### src/rtl/aes_pkg.sv
`default_nettype none
// ============================================================================
//  Package     : aes_pkg
//  Description : Shared types and GF(2^8) helpers for the iterative AES
//                MixColumns engine. Multipliers reduce modulo
//                x^8 + x^4 + x^3 + x + 1 (0x11b).
//  Contents    : gf_xtime, gf_mul2/3/9/11/13/14, aes_col_t, aes_state_t,
//                mixcol_state_e
//  Revision    : 1.0 - initial release
// ============================================================================
package aes_pkg;

    typedef logic [31:0]  aes_col_t;
    typedef logic [127:0] aes_state_t;

    typedef enum logic [1:0] {
        IDLE = 2'd0,
        MIX  = 2'd1,
        DONE = 2'd2
    } mixcol_state_e;

    localparam logic [7:0] C_GF_POLY = 8'h1b;

    // Multiply by x: shift left, fold the carried-out bit back with the
    // reduction polynomial.
    function automatic logic [7:0] gf_xtime(input logic [7:0] b);
        return {b[6:0], 1'b0} ^ (b[7] ? C_GF_POLY : 8'h00);
    endfunction

    function automatic logic [7:0] gf_mul2(input logic [7:0] b);
        return gf_xtime(b);
    endfunction

    function automatic logic [7:0] gf_mul3(input logic [7:0] b);
        return gf_xtime(b) ^ b;
    endfunction

    // The inverse coefficients are built from the x^1, x^2, x^3 terms:
    // 09 = 8+1, 0b = 8+2+1, 0d = 8+4+1, 0e = 8+4+2.
    function automatic logic [7:0] gf_mul9(input logic [7:0] b);
        logic [7:0] x2, x4, x8;
        x2 = gf_xtime(b);
        x4 = gf_xtime(x2);
        x8 = gf_xtime(x4);
        return x8 ^ b;
    endfunction

    function automatic logic [7:0] gf_mul11(input logic [7:0] b);
        logic [7:0] x2, x4, x8;
        x2 = gf_xtime(b);
        x4 = gf_xtime(x2);
        x8 = gf_xtime(x4);
        return x8 ^ x2 ^ b;
    endfunction

    function automatic logic [7:0] gf_mul13(input logic [7:0] b);
        logic [7:0] x2, x4, x8;
        x2 = gf_xtime(b);
        x4 = gf_xtime(x2);
        x8 = gf_xtime(x4);
        return x8 ^ x4 ^ b;
    endfunction

    function automatic logic [7:0] gf_mul14(input logic [7:0] b);
        logic [7:0] x2, x4, x8;
        x2 = gf_xtime(b);
        x4 = gf_xtime(x2);
        x8 = gf_xtime(x4);
        return x8 ^ x4 ^ x2;
    endfunction

endpackage : aes_pkg
`default_nettype wire

### src/rtl/aes_mixcol_word.sv
`default_nettype none
// ============================================================================
//  Module      : aes_mixcol_word
//  Description : Combinational MixColumns transform of a single 32-bit
//                column. Byte 0 of the column is bits [31:24].
//  Ports       : col_i     - input column
//                inverse_i - 1 selects InvMixColumns
//                col_o     - transformed column
//  Build macro : AES_INV_MIXCOLUMNS_EN - when undefined the inverse
//                multipliers are not built and inverse_i is ignored.
//  Revision    : 1.0 - initial release
// ============================================================================
module aes_mixcol_word
    import aes_pkg::*;
(
    input  logic [31:0] col_i,
    input  logic        inverse_i,
    output logic [31:0] col_o
);

    logic [7:0] w_a0, w_a1, w_a2, w_a3;
    aes_col_t   w_fwd;

    assign w_a0 = col_i[31:24];
    assign w_a1 = col_i[23:16];
    assign w_a2 = col_i[15:8];
    assign w_a3 = col_i[7:0];

    // Circulant {02,03,01,01}, each row rotated right by one byte position.
    assign w_fwd[31:24] = gf_mul2(w_a0) ^ gf_mul3(w_a1) ^ w_a2          ^ w_a3;
    assign w_fwd[23:16] = w_a0          ^ gf_mul2(w_a1) ^ gf_mul3(w_a2) ^ w_a3;
    assign w_fwd[15:8]  = w_a0          ^ w_a1          ^ gf_mul2(w_a2) ^ gf_mul3(w_a3);
    assign w_fwd[7:0]   = gf_mul3(w_a0) ^ w_a1          ^ w_a2          ^ gf_mul2(w_a3);

`ifdef AES_INV_MIXCOLUMNS_EN
    aes_col_t w_inv;

    // Circulant {0e,0b,0d,09}.
    assign w_inv[31:24] = gf_mul14(w_a0) ^ gf_mul11(w_a1) ^ gf_mul13(w_a2) ^ gf_mul9(w_a3);
    assign w_inv[23:16] = gf_mul9(w_a0)  ^ gf_mul14(w_a1) ^ gf_mul11(w_a2) ^ gf_mul13(w_a3);
    assign w_inv[15:8]  = gf_mul13(w_a0) ^ gf_mul9(w_a1)  ^ gf_mul14(w_a2) ^ gf_mul11(w_a3);
    assign w_inv[7:0]   = gf_mul11(w_a0) ^ gf_mul13(w_a1) ^ gf_mul9(w_a2)  ^ gf_mul14(w_a3);

    assign col_o = inverse_i ? w_inv : w_fwd;
`else
    logic w_unused_inverse;

    assign w_unused_inverse = inverse_i;
    assign col_o            = w_fwd;
`endif

endmodule : aes_mixcol_word
`default_nettype wire

### src/rtl/aes_mixcolumns_iter.sv
`default_nettype none
// ============================================================================
//  Module      : aes_mixcolumns_iter
//  Description : Iterative, valid/ready handshaked AES MixColumns engine.
//                COLS_PER_CYCLE columns are transformed in place per clock;
//                a block takes NUM_PASSES = 4/COLS_PER_CYCLE MIX cycles.
//  Ports       : clk, rst_n          - clock, async active-low reset
//                in_valid/in_ready   - input handshake
//                in_data, in_inverse - state and mode, sampled at accept
//                out_valid/out_ready - output handshake
//                out_data            - mixed state (column 0 = [127:96])
//                busy                - FSM not IDLE
//  Build macro : AES_INV_MIXCOLUMNS_EN - enables InvMixColumns via
//                in_inverse; otherwise every block uses the forward mix.
//  Revision    : 1.0 - initial release
// ============================================================================
module aes_mixcolumns_iter
    import aes_pkg::*;
#(
    parameter int COLS_PER_CYCLE = 1
)
(
    input  logic         clk,
    input  logic         rst_n,
    input  logic         in_valid,
    output logic         in_ready,
    input  logic [127:0] in_data,
    input  logic         in_inverse,
    output logic         out_valid,
    input  logic         out_ready,
    output logic [127:0] out_data,
    output logic         busy
);

    localparam int         NUM_PASSES = 4 / COLS_PER_CYCLE;
    localparam logic [1:0] C_LAST_CNT = 2'(NUM_PASSES - 1);

    if (!(COLS_PER_CYCLE == 1 || COLS_PER_CYCLE == 2 || COLS_PER_CYCLE == 4)) begin : g_bad_cols
        $error("aes_mixcolumns_iter: COLS_PER_CYCLE must be 1, 2 or 4");
    end

    mixcol_state_e fsm_q, fsm_d;
    aes_state_t    state_q, state_d;
    logic [1:0]    col_cnt_q, col_cnt_d;
    logic          w_inv;

    logic [1:0]    w_sel     [COLS_PER_CYCLE];
    aes_col_t      w_col_in  [COLS_PER_CYCLE];
    aes_col_t      w_col_out [COLS_PER_CYCLE];

    // Mode flag: registered at accept only when the inverse path exists.
`ifdef AES_INV_MIXCOLUMNS_EN
    logic inv_q, inv_d;

    always_ff @(posedge clk or negedge rst_n) begin
        if (!rst_n) begin
            inv_q <= 1'b0;
        end else begin
            inv_q <= inv_d;
        end
    end

    assign w_inv = inv_q;
`else
    logic w_unused_in_inverse;

    assign w_unused_in_inverse = in_inverse;
    assign w_inv               = 1'b0;
`endif

    // Column k of this pass is col_cnt*C + k. Column n lives at bit
    // offset (3-n)*32, and 3-n == ~n for a 2-bit index.
    for (genvar k = 0; k < COLS_PER_CYCLE; k++) begin : g_col
        assign w_sel[k]    = 2'((32'(col_cnt_q) * COLS_PER_CYCLE) + k);
        assign w_col_in[k] = state_q[{~w_sel[k], 5'b0} +: 32];

        aes_mixcol_word u_word (
            .col_i     (w_col_in[k]),
            .inverse_i (w_inv),
            .col_o     (w_col_out[k])
        );
    end

    always_ff @(posedge clk or negedge rst_n) begin
        if (!rst_n) begin
            fsm_q     <= IDLE;
            state_q   <= '0;
            col_cnt_q <= '0;
        end else begin
            fsm_q     <= fsm_d;
            state_q   <= state_d;
            col_cnt_q <= col_cnt_d;
        end
    end

    always_comb begin
        logic w_accept;

        fsm_d     = fsm_q;
        state_d   = state_q;
        col_cnt_d = col_cnt_q;
`ifdef AES_INV_MIXCOLUMNS_EN
        inv_d     = inv_q;
`endif
        in_ready  = 1'b0;
        out_valid = 1'b0;
        busy      = 1'b1;
        w_accept  = 1'b0;

        case (fsm_q)
            IDLE: begin
                in_ready = 1'b1;
                busy     = 1'b0;
                w_accept = in_valid;
            end

            MIX: begin
                for (int k = 0; k < COLS_PER_CYCLE; k++) begin
                    state_d[{~w_sel[k], 5'b0} +: 32] = w_col_out[k];
                end
                col_cnt_d = col_cnt_q + 2'd1;
                if (col_cnt_q == C_LAST_CNT) begin
                    fsm_d = DONE;
                end
            end

            DONE: begin
                out_valid = 1'b1;
                // Ready passes through so a new block can be taken in the
                // same cycle the result is consumed.
                in_ready  = out_ready;
                if (out_ready) begin
                    if (in_valid) begin
                        w_accept = 1'b1;
                    end else begin
                        fsm_d = IDLE;
                    end
                end
            end

            default: begin
                fsm_d = IDLE;
            end
        endcase

        if (w_accept) begin
            state_d   = in_data;
            col_cnt_d = 2'd0;
            fsm_d     = MIX;
`ifdef AES_INV_MIXCOLUMNS_EN
            inv_d     = in_inverse;
`endif
        end
    end

    assign out_data = state_q;

endmodule : aes_mixcolumns_iter
`default_nettype wire

### config.mk
export PLATFORM = sky130hd
export DESIGN_NAME = aes_mixcolumns_iter
export DESIGN_NICKNAME = d
export VERILOG_FILES = /design/src/rtl/aes_pkg.sv /design/src/rtl/aes_mixcol_word.sv /design/src/rtl/aes_mixcolumns_iter.sv
export SDC_FILE = /design/constraint.sdc
export NUM_CORES = 1
export LEC_CHECK = 0
export CORE_ASPECT_RATIO = 2
export CORE_MARGIN = 2
export CORE_UTILIZATION = 49
export DETAILED_ROUTE_END_ITERATION = 6
export GPL_ROUTABILITY_DRIVEN = 0
export PLACE_DENSITY = 0.9
export SLEW_MARGIN = 25
export SYNTH_ARGS = -nofsm -noshare
export SYNTH_HDL_FRONTEND = slang
export SYNTH_HIERARCHICAL = 1
export SYNTH_SLANG_ARGS = --single-unit
export TNS_END_PERCENT = 10
### constraint.sdc
create_clock -name clk -period 3.6 [get_ports clk]
set_input_delay 0.36 -clock clk [delete_from_list [all_inputs] [get_ports clk]]
set_output_delay 0.36 -clock clk [all_outputs]
set_load 0.005 [all_outputs]
==> results of run 1 <==
==> routing by layer <==
metal	vias to the layer above	wire length (um)
li1	3603	-
met1	4284	11300
met2	640	18700
met3	170	2970
met4	0	2870
met5	-	0
==> through the flow <==
stage | cells | setup WS (ps) | util, % | area (sq um) | hold slack, ps
6_report | 1310 | 500 | 67.7 | 12800 | 31.9
5_1_grt | 1309 | 404 | 67.7 | 12800 | 82.0
2_1_floorplan | 822 | 686 | - | 9410 | 64.4
4_1_cts | 1307 | 513 | 67.7 | 12700 | 102
3_5_place_dp | 1275 | 512 | 64.7 | 12200 | 488
3_3_place_gp | 1275 | 597 | 64.7 | 12200 | 479
==> worst reg2reg max path, delay by kind of cell (launching register included) <==
| kind | cells | cell delay [ps] |
|---|---|---|
| xor+xnor | 2 | 1050 |
| flops | 1 | 370 |
| buf+inv | 1 | 290 |
| compound gates | 1 | 240 |
| mux | 2 | 1050 |
==> worst max path at each step <==
stage                                           to  slack (ps)  cells past startpoint
after global routing      out_data[11]$_DFFE_PN0P_         400                      6
after detailed placement  out_data[11]$_DFFE_PN0P_         510                      6
after floorplan           out_data[17]$_DFFE_PN0P_         690                      8
final                     out_data[11]$_DFFE_PN0P_         500                      6
after global placement    out_data[11]$_DFFE_PN0P_         600                      6
after CTS                 out_data[11]$_DFFE_PN0P_         510                      6
==> area by class of cell <==
cell class / count / area [sq um] / area share (%)
Timing Repair Buffer: 290 / 2870 / 22.5
Multi-Input combinational cell: 594 / 5670 / 44.5
Antenna cell: 3 / 7.51 / 0.0588
Inverter: 4 / 15.0 / 0.118
Sequential cell: 132 / 3310 / 25.9
Tap cell: 255 / 319 / 2.50
Clock inverter: 14 / 129 / 1.01
Clock buffer: 18 / 439 / 3.44
==> flip-flops by register name, summed over array words and instances (netlist names) <==
signal,count
fsm_q,2
col_cnt_q,2
out_data,128
==> cells in the final DEF (no fill, tap or decap), drive strengths merged, types with 2 or more instances in the layout <==
cell	count
dfrtp	132
nor3b	64
buf	29
xnor2	20
o32ai	64
nand2b	3
a21oi	5
diode	3
clkbuf	19
mux2	32
mux4	32
ha	5
clkdlybuf4s50	260
or2	2
clkinvlp	3
a22o	64
nand2	65
xnor3	32
a2bb2oi	64
xor2	13
xor3	11
inv	8
nor2	68
o21ai	3
clkinv	6
nor2b	2
a21o	32
and2	3
==> impl_metrics.py, run 1 <==
metrics = {
    "sta": {
        "finalSetupTns_ps": 0,
        "fmax_mhz": 323,
        "fin_crit_sh_pct": 86.1,
        "maxSlewViolCount": 0,
        "slew_headroom_pct": 37.0,
        "rsz0062_at_grt": "false",
        "worst_clock_skew_ps": 12.1,
        "tightestPinTransition_ps": 945,
        "setup-violations-final": 0,
        "final_hold_viol_count": 0,
        "period_needed_ps": 3100,
    },
    "clocking": {
        "numCtsBuffers": 17,
        "cts_buffer_depth": 2,
        "cts_resized": 0,
        "clk_pin_slew_ps": 60,
        "h-tree-depth": 4,
        "clock_latency_ps": 430,
        "cts_setup_buffers": 0,
        "holdBufCountCts": 0,
        "clock-root-buffer": "clkbuf_16",
        "cts_tree": "yes",
        "cts.sinks": 132,
    },
    "critical_path": {
        "endpoint_kind": "register",
        "cp_slowest_cell": "mux4_2",
        "critPathBufInv": 1,
        "cp-start-kind": "register",
        "crit_start": "col_cnt_q[0]$_DFFE_PN0P_",
        "crit_required_ps": 3910,
        "r2r_start": "col_cnt_q[0]$_DFFE_PN0P_",
        "crit_arrival_ps": 3410,
        "ff2ff_setup_slack_ps": 500,
        "ff2ff_path_depth": 6,
        "r2r-end": "out_data[11]$_DFFE_PN0P_",
        "path_max_fanout": 40,
        "crit_chain": "buf_12, mux4_2, xnor2_1, xnor3_1, a22o_1, mux2_2",
        "crit_family": "XOR/XNOR gates",
        "slowest_delay_ps": 730,
        "crit_type": "reg2reg",
    },
    "floorplanning": {
        "initial_utilization_pct": 50.0,
        "ioPinCount": 264,
        "die-area_sq_mm": 0.0204,
        "core_area_sq_mm": 0.0188,
        "die_h_um": 200,
        "die_x_um": 102,
        "rows": 71,
    },
    "synthesis": {
        "yosysWarningCount": 6,
        "syn_nets": 960,
        "syn-cell-area_sq_mm": 0.00941,
        "syn_inst": 822,
        "syn_avg_cell_area_sq_um": 11.4,
    },
    "global_routing": {
        "grt_pass1_vias": 8767,
        "grt_usage_pct": 35.3,
        "grtUsageMet3_pct": 6.30,
        "grt.overflow.total": 0,
        "grt-busiest-layer": "met2",
        "antenna_found_initial": 2,
        "grt_pass1_wl_um": 52800,
        "grt_max_degree": 104,
        "met2_usage_pct": 59.8,
        "grt_use_met1_pct": 39.2,
    },
    "route": {
        "firstDrtPassIters": 7,
        "wl_per_cell_um": 27.4,
        "wirelength_um": 35800,
        "vias_per_cell": 6.64,
        "ant_nets": 0,
        "drt-initial-drc-count": 795,
        "dr_total_vias": 8697,
        "drc": 0,
    },
    "run_status": {
        "status": "complete, no violations",
    },
    "cells_and_area": {
        "syn_to_final_growth_pct": 35.6,
        "drive_gt1_share_pct": 14.8,
        "num-fill-cells": 1403,
        "nets": 1177,
    },
    "hold_path": {
        "hold_path.class": "in2async",
    },
    "flow_run": {
        "cap_violations": 0,
    },
    "placement": {
        "dp_hpwl_um": 25200,
        "port_buffers": 262,
    },
}
Power of run 1 is not shown: default switching activity piles up to over one toggle a cycle in this logic, so the estimate is an artifact.
==> run 2: changes to the inputs <==
--- a/config.mk
+++ b/config.mk
@@ -7,10 +7,11 @@
 export LEC_CHECK = 0
 export CORE_ASPECT_RATIO = 2
 export CORE_MARGIN = 2
-export CORE_UTILIZATION = 49
+export CORE_UTILIZATION = 45
+export CTS_CLUSTER_DIAMETER = 100
 export DETAILED_ROUTE_END_ITERATION = 6
 export GPL_ROUTABILITY_DRIVEN = 0
-export PLACE_DENSITY = 0.9
+export PLACE_DENSITY = 0.87
 export SLEW_MARGIN = 25
 export SYNTH_ARGS = -nofsm -noshare
 export SYNTH_HDL_FRONTEND = slang
==> constraint.sdc (replaced) <==
create_clock -name clk -period 2.7 [get_ports clk]
set_input_delay 0.27 -clock clk [delete_from_list [all_inputs] [get_ports clk]]
set_output_delay 0.27 -clock clk [all_outputs]
set_load 0.005 [all_outputs]
==> run 2 against run 1 <==
The flow now finishes with violations (setup timing). Critical path depth is 1 higher. Routed wire length is 5.4% higher. Via count is 4.0% higher. Clock-buffer cell count stayed put. Register-to-register slack worse by 510 ps. Cell count is 4.7% higher. Clock skew is 3.5 ps lower. Largest cell class unchanged. Core utilization is 2.1 points lower.
==> impl_metrics.py, run 2 (same netlist as run 1, synthesis figures left out) <==
metrics = {
    "critical_path": {
        "critPathBufInv": 2,
        "cp_slowest_cell": "mux4_2",
        "endpoint_kind": "register",
        "crit_arrival_ps": 3020,
        "ff2ff_setup_slack_ps": -20,
        "cp-start-kind": "register",
        "path_max_fanout": 18,
        "crit_chain": "buf_12, mux4_2, buf_6, xnor2_4, xnor3_2, a22o_1, mux2_2",
        "ff2ff_path_depth": 7,
        "crit_type": "reg2reg",
        "crit_family": "multiplexers",
        "slowest_delay_ps": 590,
        "r2r-end": "out_data[27]$_DFFE_PN0P_",
        "r2r_start": "col_cnt_q[0]$_DFFE_PN0P_",
        "crit_required_ps": 3010,
    },
    "clocking": {
        "h-tree-depth": 4,
        "cts.sinks": 132,
        "cts_buffer_depth": 2,
        "clock_latency_ps": 430,
        "cts_tree": "yes",
        "clock-root-buffer": "clkbuf_16",
        "clk_pin_slew_ps": 60,
        "numCtsBuffers": 17,
    },
    "route": {
        "wirelength_um": 37800,
        "dr_total_vias": 9047,
        "drt-initial-drc-count": 897,
        "firstDrtPassIters": 6,
        "vias_per_cell": 6.60,
        "ant_nets": 0,
        "wl_per_cell_um": 27.6,
        "drc": 0,
    },
    "floorplanning": {
        "die_h_um": 208,
        "die_x_um": 106,
        "ioPinCount": 264,
        "initial_utilization_pct": 46.0,
        "core_area_sq_mm": 0.0205,
        "die-area_sq_mm": 0.0222,
        "rows": 74,
    },
    "global_routing": {
        "grt.overflow.total": 0,
        "antenna_found_initial": 3,
        "grt_max_degree": 65,
        "grt_usage_pct": 34.2,
        "grt_pass1_vias": 9352,
        "grt_pass1_wl_um": 56800,
    },
    "cells_and_area": {
        "syn_to_final_growth_pct": 42.6,
        "largest_reg_flops": 128,
        "drive_gt1_share_pct": 21.3,
        "layout_commonest_cell": "clkdlybuf4s50_1",
        "final_cell_mix": "260 x clkdlybuf4s50_1, 129 x dfrtp_1, 68 x nor2_1",
        "nets": 1227,
    },
    "placement": {
        "port_buffers": 262,
        "dp_hpwl_um": 26500,
    },
    "flow_run": {
        "cap_violations": 0,
    },
    "run_status": {
        "violations": "setup timing",
        "status": "finished, violations left",
    },
    "sta": {
        "worst_clock_skew_ps": 8.55,
        "setup_ws_ps": -15.2,
        "setup-violations-final": 2,
        "maxSlewViolCount": 0,
        "final_hold_viol_count": 0,
        "tightestPinTransition_ps": 795,
        "rsz0062_at_grt": "true",
        "finalSetupTns_ps": -24.8,
        "fin_crit_sh_pct": 101,
        "slew_headroom_pct": 47.0,
        "fmax_mhz": 368,
        "period_needed_ps": 2720,
    },
    "hold_path": {
        "hold_path.class": "in2async",
    },
}
## run 2: worst max-delay path by stage
stage	start	end	slack, ps	cells past startpoint
after floorplan	col_cnt_q[1]$_DFFE_PN0P_	out_data[3]$_DFFE_PN0P_	-30	8
after global placement	col_cnt_q[0]$_DFFE_PN0P_	out_data[14]$_DFFE_PN0P_	-70	6
after detailed placement	col_cnt_q[0]$_DFFE_PN0P_	out_data[14]$_DFFE_PN0P_	-100	6
after CTS	col_cnt_q[0]$_DFFE_PN0P_	out_data[1]$_DFFE_PN0P_	-100	7
after global routing	col_cnt_q[0]$_DFFE_PN0P_	out_data[1]$_DFFE_PN0P_	-100	7
final	col_cnt_q[0]$_DFFE_PN0P_	out_data[27]$_DFFE_PN0P_	-20	7
## run 2: worst reg2reg max path, cell delays in order, from the launching register on
cell,delay (ps)
dfrtp_2,410
buf_12,210
mux4_2,590
buf_6,170
xnor2_4,200
xnor3_2,520
a22o_1,240
mux2_2,260
## run 2: metal layers
layer  up-vias  track usage (%)  wire length [um]
li1       3690                -                 -
met2       737             58.5             19400
met4         0             26.4              3490
met1      4402             37.5             11700
met5         -                0                 0
met3       218             5.08              3210
## run 2: metrics by stage
stage                     setup slack (ps)  utilization (%)  instance area (sq um)  hold WS (ps)  instances
after global placement               -68.1             61.6                  12600           219       1331
after detailed placement              -101             61.6                  12600           220       1331
after floorplan                      -33.4                -                   9440         -25.6        822
after CTS                            -97.0             64.9                  13300           347       1364
after global routing                 -97.8             65.6                  13400           384       1371
final                                -15.2             65.6                  13400           345       1371
## run 2: what timing repair did
item | CTS | global route
buffers inserted | 0 | 4
hold buffers | 1 | 0
gates resized for setup | 15 | 22
setup endpoints to repair | 23 | 28
pin swaps | 1 | 5
hold endpoints to repair | 40 | 0
## run 2: layout make-up
| class | count | area (sq um) |
|---|---|---|
| Timing Repair Buffer | 340 | 3330 |
| Tap cell | 266 | 333 |
| Sequential cell | 132 | 3310 |
| Inverter | 4 | 15.0 |
| Fill cell | 1523 | 7040 |
| Antenna cell | 3 | 7.51 |
| Multi-Input combinational cell | 594 | 5830 |
| Clock buffer | 18 | 429 |
| Clock inverter | 14 | 164 |
Power of run 2 is left out for the same reason.
